<file path="config.mk">
export PLATFORM = sky130hd
export DESIGN_NAME = velocity_ctrl
export DESIGN_NICKNAME = d
export VERILOG_FILES = /design/src/rtl/teeter_pkg.sv /design/src/rtl/sat_add.sv /design/src/rtl/velocity_ctrl.sv
export SDC_FILE = /design/constraint.sdc
export NUM_CORES = 1
export LEC_CHECK = 0
export ABC_AREA = 1
export CAP_MARGIN = 25
export CORE_AREA = 8 8 155 157
export CTS_CLUSTER_DIAMETER = 100
export DETAILED_ROUTE_END_ITERATION = 6
export DIE_AREA = 0 0 163 165
export HOLD_SLACK_MARGIN = 0.15
export MAX_ROUTING_LAYER = met4
export PLACE_DENSITY = 0.63
export SKIP_CTS_REPAIR_TIMING = 1
export SYNTH_ARGS = -nofsm -noshare
export SYNTH_HDL_FRONTEND = slang
export SYNTH_SLANG_ARGS = --single-unit
export TNS_END_PERCENT = 5
</file>
<file path="constraint.sdc">
create_clock -name CLK -period 4.9 [get_ports CLK]
set_clock_uncertainty 0.2 [all_clocks]
set_input_delay 0.98 -clock CLK [delete_from_list [all_inputs] [get_ports CLK]]
set_output_delay 0.98 -clock CLK [all_outputs]
set_load 0.02 [all_outputs]
</file>
<file path="src/rtl/teeter_pkg.sv">
// Shared types and defaults for the teeter-ball velocity/position datapath.
package teeter_pkg;

  localparam int FIX_W          = 32;
  localparam int POSITION_SHIFT = 4;
  localparam int POS_MIN_DEF    = 0;
  localparam int POS_MAX_DEF    = 100;

  typedef enum logic [1:0] {
    IDLE  = 2'd0,
    ACCEL = 2'd1,
    CHECK = 2'd2,
    ISSUE = 2'd3
  } vel_state_t;

endpackage

</file>
<file path="src/rtl/sat_add.sv">
// Combinational signed add with a symmetric +/-LIMIT clamp; the sum is formed one bit wider so it cannot wrap.
import teeter_pkg::*;

module sat_add #(
  parameter int W     = FIX_W,
  parameter int LIMIT = 64
) (
  input  logic signed [W-1:0] a,
  input  logic signed [W-1:0] b,
  output logic signed [W-1:0] y
);

  localparam logic signed [W:0] HI = (W+1)'(LIMIT);
  localparam logic signed [W:0] LO = -HI;

  logic signed [W:0] s;

  always_comb begin
    s = {a[W-1], a} + {b[W-1], b};
    if (s > HI)
      y = HI[W-1:0];
    else if (s < LO)
      y = LO[W-1:0];
    else
      y = s[W-1:0];
  end

endmodule

</file>
<file path="src/rtl/velocity_ctrl.sv">
// Frame-rate velocity engine: integrate, saturate, reflect at walls, then strobe the position integrator.
// Optional friction term enabled by defining VELOCITY_FRICTION_EN.
import teeter_pkg::*;

module velocity_ctrl #(
  parameter int POSITION_SHIFT = teeter_pkg::POSITION_SHIFT,
  parameter int POS_MIN        = POS_MIN_DEF,
  parameter int POS_MAX        = POS_MAX_DEF,
  parameter int VEL_MAX        = 64,
  parameter int DAMP_SHIFT     = 1,
  parameter int FRICTION_SHIFT = 3
) (
  input  logic                    CLK,
  input  logic                    i_rst_n,
  input  logic                    i_tick,
  input  logic signed [FIX_W-1:0] i_accel,
  input  logic signed [FIX_W-1:0] i_pos,
  input  logic                    i_hold,
  output logic signed [FIX_W-1:0] o_velocity,
  output logic                    o_calc_time,
  output logic                    o_bounce,
  output logic                    o_overrun,
  output logic                    o_busy
);

  if (DAMP_SHIFT < 1 || DAMP_SHIFT > 31) begin : g_bad_damp
    $error("DAMP_SHIFT must lie in 1..31");
  end
  if (POSITION_SHIFT < 0 || POSITION_SHIFT >= FIX_W) begin : g_bad_shift
    $error("POSITION_SHIFT must lie in 0..FIX_W-1");
  end

`ifdef VELOCITY_FRICTION_EN
  localparam bit FRICTION_EN = 1'b1;
`else
  localparam bit FRICTION_EN = 1'b0;
`endif

  vel_state_t              state_q, state_d;
  logic signed [FIX_W-1:0] vel_q, vel_d;
  logic                    bounce_q, bounce_d;
  logic                    overrun_q, overrun_d;

  logic signed [FIX_W-1:0] fric, vel_base, acc_sum;
  logic signed [FIX_W-1:0] vel_neg, vel_damp, refl_sum;
  logic                    hit_wall;

  // Friction is folded into the first operand: |v| <= VEL_MAX so v - (v>>>F)
  // never overflows, and one clamp after adding i_accel gives the same result.
  assign fric     = (vel_q >>> FRICTION_SHIFT) & {FIX_W{FRICTION_EN}};
  assign vel_base = vel_q - fric;
  assign vel_neg  = -vel_q;
  assign vel_damp = vel_q >>> DAMP_SHIFT;

  sat_add #(.W(FIX_W), .LIMIT(VEL_MAX)) u_acc_add (
    .a (vel_base),
    .b (i_accel),
    .y (acc_sum)
  );

  sat_add #(.W(FIX_W), .LIMIT(VEL_MAX)) u_refl_add (
    .a (vel_neg),
    .b (vel_damp),
    .y (refl_sum)
  );

  assign hit_wall = ((i_pos <= POS_MIN) && (vel_q < 0)) ||
                    ((i_pos >= POS_MAX) && (vel_q > 0));

  always_ff @(posedge CLK or negedge i_rst_n) begin
    if (!i_rst_n) begin
      state_q   <= IDLE;
      vel_q     <= '0;
      bounce_q  <= 1'b0;
      overrun_q <= 1'b0;
    end else begin
      state_q   <= state_d;
      vel_q     <= vel_d;
      bounce_q  <= bounce_d;
      overrun_q <= overrun_d;
    end
  end

  always_comb begin
    state_d   = state_q;
    vel_d     = vel_q;
    bounce_d  = 1'b0;
    overrun_d = 1'b0;
    if (i_hold) begin
      state_d = IDLE;
      vel_d   = '0;
    end else begin
      if (i_tick && state_q != IDLE)
        overrun_d = 1'b1;
      case (state_q)
        IDLE:  if (i_tick) state_d = ACCEL;
        ACCEL: begin
          vel_d   = acc_sum;
          state_d = CHECK;
        end
        CHECK: begin
          if (hit_wall) begin
            vel_d    = refl_sum;
            bounce_d = 1'b1;
          end
          state_d = ISSUE;
        end
        ISSUE: state_d = IDLE;
        default: state_d = IDLE;
      endcase
    end
  end

  assign o_velocity  = vel_q;
  assign o_calc_time = (state_q == ISSUE);
  assign o_busy      = (state_q != IDLE);
  assign o_bounce    = bounce_q;
  assign o_overrun   = overrun_q;

endmodule

</file>
==> results.md <==
- The TritonCTS buffer count is 5.
- The top routing layer in use is met4.
- After technology mapping, the gate count stands at 1,623.
- In this run the remaining antenna-violating nets after routing total 0.
- The number of cells in the finished layout apart from fillers is 2,024.
- The clock latency on the worst-skew pair is 0.29 ns.
- The count of cell types in the netlist is 41.
- The startpoint identified for the worst register-to-register timing path is o_velocity[1].
- Synthesis produced a netlist with a net count of 1,766.
- The maximum buffer depth of the clock tree is 2.
- The last weighted congestion value of the routability-driven placer is 0.976.
- The number of flip-flops and latches in the synthesized netlist is 36.
- For this run, the leading register cell type out of synthesis is dfrtp_1.
- The worst setup path is of the reg -> reg kind.
- The worst reg2reg path depth is 29.
- After floorplanning, the core was sized to cover 21,500 um^2.
- The number of synthesis warnings is 0.
- In this run the worst setup path terminates at o_velocity[22].
- The reg-to-reg critical path endpoint is o_velocity[22].
- The sequential area share after synthesis is 10.6%.
- The critical path's largest stage delay is 0.39 ns.
- The tightest min-delay check is of the reg -> reg type.
- The post-synthesis average cell area is 5.22 um^2.
- In the routed layout, each cell is associated on average with a via count of 5.06.
- For this run, design rule violations remaining after detail routing come to 0.
- The largest net degree at the start of global routing is 37.
- The clock period could shrink to 4.59 ns.
- The clock input transition at the sequential cells of the worst setup and hold paths is 0.06 ns.
- Setup violations remaining at the end of the flow were counted as 0.
- From bottom edge to top edge, the die measures 165 um.
- The combined area of all synthesized cells is 8480 um^2.
- The full die area is 26,900 um^2.
- The final hold violation count is 0.
- The layout overhead on the synthesized area is 22.0%.
- For flop-to-flop paths, the worst setup slack is 0.31 ns.
- The total overflow reported by the global router is 0.
- The count of standard-cell rows is 54.
- The count of input and output buffers is 103.
- Once layout is done, the placed cells without fillers occupy 10,300 um^2.
- The final wirelength is 31,500 um.
- The post-detailed-placement half-perimeter wirelength is 26,500 um.
- The wire length on met3 is 2220 um.
- The total placed cells including tap cells is 2,007.
- The number of I/O pins is 104.
- Of the cells placed in the final design, the portion with a size suffix greater than 1 is 7.40%.
- The total cell area at the placement stage is 9870 um^2.
- The floorplan die width is 163 um.
- In this run, synthesis inferred 0 flip-flops with an integrated enable.
- The clock tree synthesis step divided the H-tree into 2 levels.
- The cell with the largest stage delay on the worst path is dfrtp_1.
- The count of clock tree sinks is 36.
- The worst path required time is 4.91 ns.
- The final count of pins violating max slew came to 0.
- The initial antenna violation count came to 0.
- The met2 wire length is 13,400 um.
- The detailed router finished its first iteration with 803 violations.
- The post-route clock period utilization is 93.7%.
- Across the run, the number of max-cap violations was 0.
- Global routing used 23.4% of the available tracks across all layers.
- The async set-or-reset flop fraction in the synthesized netlist is 100%.
- The arrival time at the worst endpoint is 4.61 ns.
- The normalized max-slew margin is 42.8%.
- After detailed routing, the average wire length per cell comes to 15.5 um.
- The number of nets in the finished design is 1,885.
- Among the stages of the critical path, the cell type that occurs most often is nand2_1.
- The total of fill cells in the finished design is 2,362.
- The timing startpoint of the critical path is o_velocity[1].
- The first global-routing pass estimated 48,700 um of wire.
- The overall via count from detail_route is 10.2k.
- The highest fanout seen on the critical path is 12.
- The initial core utilization is 39.5%.
- The maximum clock frequency is 0.218 GHz.
- The number of global-route vias before repair is 9,448.
- TritonCTS built the clock tree.
- The critical path endpoint category is a flip-flop.
- The slew at the pin closest to its max-slew limit is 0.858 ns.
- The flow ran to the end, and the final reports show no timing, DRC or antenna violations.
- The iteration count of the initial detailed-routing pass is 5.
- The kind of start point of the critical path is a flip-flop.
- The detailed router put a total of 15,200 um of wire on met1.
- The CTS root buffer is clkbuf_16.
==> layer usage <==
| layer | vias up | GRT usage, % |
|---|---|---|
| li1 | 5241 | - |
| met1 | 4592 | 31.8 |
| met2 | 369 | 36.0 |
| met3 | 43 | 3.17 |
| met4 | 0 | 5.50 |
| met5 | - | - |
==> metrics by stage <==
stage	setup TNS (ns)	hold slack, ns	util [%]	setup slack [ns]
finish	0	0.369	48.1	0.307
global route	-0.0464	0.428	48.1	-0.0390
floorplan	0	0.395	-	0.618
global placement	0	0.357	45.9	0.300
detailed placement	0	0.352	45.9	0.137
CTS	0	0.365	46.8	0.101
==> cell usage after synthesis, types with 2 or more instances <==
| cell | n | area (um^2) |
|---|---|---|
| nor3_2 | 6 | 60.1 |
| clkinv_1 | 2 | 7.51 |
| o21ai_2 | 18 | 158 |
| nand3_1 | 131 | 656 |
| o21ai_1 | 3 | 15.0 |
| nand3_2 | 5 | 50.1 |
| o21bai_1 | 5 | 37.5 |
| nor2_1 | 184 | 691 |
| nand4_1 | 32 | 200 |
| and3_1 | 3 | 18.8 |
| xor2_1 | 28 | 245 |
| a21oi_1 | 49 | 245 |
| o22ai_1 | 2 | 12.5 |
| ha_1 | 73 | 913 |
| or2_2 | 3 | 18.8 |
| dfrtp_1 | 36 | 901 |
| nand2_2 | 9 | 56.3 |
| xnor2_1 | 9 | 78.8 |
| buf_2 | 2 | 10.0 |
| a21o_1 | 3 | 22.5 |
| buf_6 | 2 | 22.5 |
| nor3_1 | 20 | 100 |
| inv_1 | 311 | 1170 |
| and2_1 | 5 | 31.3 |
| o21ai_0 | 12 | 60.1 |
| clkbuf_1 | 2 | 7.51 |
| nand2_1 | 620 | 2330 |
| a21oi_2 | 2 | 17.5 |
| nor2_2 | 6 | 37.5 |
| nand3b_1 | 9 | 67.6 |
| inv_2 | 13 | 48.8 |
| nor4_1 | 8 | 50.1 |
| fa_1 | 2 | 40.0 |
==> layout make-up <==
cell class | instances | area, um^2 | area share (%)
inverters | 326 | 1220 | 11.8
clock buffers | 7 | 153 | 1.48
well taps | 280 | 350 | 3.39
multi-input cells | 1257 | 6560 | 63.4
clock inverters | 1 | 30.0 | 0.290
diodes | 1 | 2.50 | 0.0242
flip-flops and latches | 36 | 901 | 8.71
repair buffers | 116 | 1120 | 10.9
==> worst min-delay path by stage <==
stage,slack [ns],startpoint,to,cells after the start
after floorplan,0.40,state_q[1],state_q[1],2
after global placement,0.36,o_velocity[14],o_velocity[14],2
after detailed placement,0.35,o_velocity[14],o_velocity[14],2
after CTS,0.36,o_velocity[14],o_velocity[14],2
after global routing,0.43,o_velocity[0],o_velocity[0],4
final,0.37,o_velocity[14],o_velocity[14],2
==> placed cells by master (no fill, tap or decap), drive strengths merged, types with 4 or more instances in the layout <==
master	netlist	final
nor2	192	192
clkdlybuf4s50	0	102
or2	4	4
o21ai	33	33
nand3	136	136
inv	324	324
nand4	33	35
xor2	28	28
dfrtp	36	36
and2	5	5
nor3	26	26
a21oi	52	52
xnor2	9	9
clkbuf	2	7
ha	73	73
nor4	8	8
nand3b	9	9
nand2	630	630
o21bai	5	5
buf	4	14
==> cells by family after synthesis <==
kind of cell | count (synthesis) | share of synthesized area, %
and+or+nand+nor | 1046 | 52.3
AOI/OAI and AO/OA | 97 | 7.10
buffers and inverters | 332 | 14.9
xor gates and xnor gates | 37 | 3.82
DFF | 36 | 10.6
adders and majority gates | 75 | 11.2
==> state kept, by name, indices dropped and copies added, names as in the netlist <==
signal / flops
o_overrun: 1
o_bounce: 1
o_velocity: 32
state_q: 2
==> worst max-delay path, delay by kind of cell, from the launching register on <==
kind                       cells  cell delay [ns]
DFF                            1             0.39
buffers and inverters          2             0.17
AOI/OAI and AO/OA              5             0.58
and+or+nand+nor               20             2.59
adders and majority gates      2             0.53
Power is left out: the tool's default activity adds up to more than one toggle a clock period on the data nets, which glitch-free logic cannot reach.
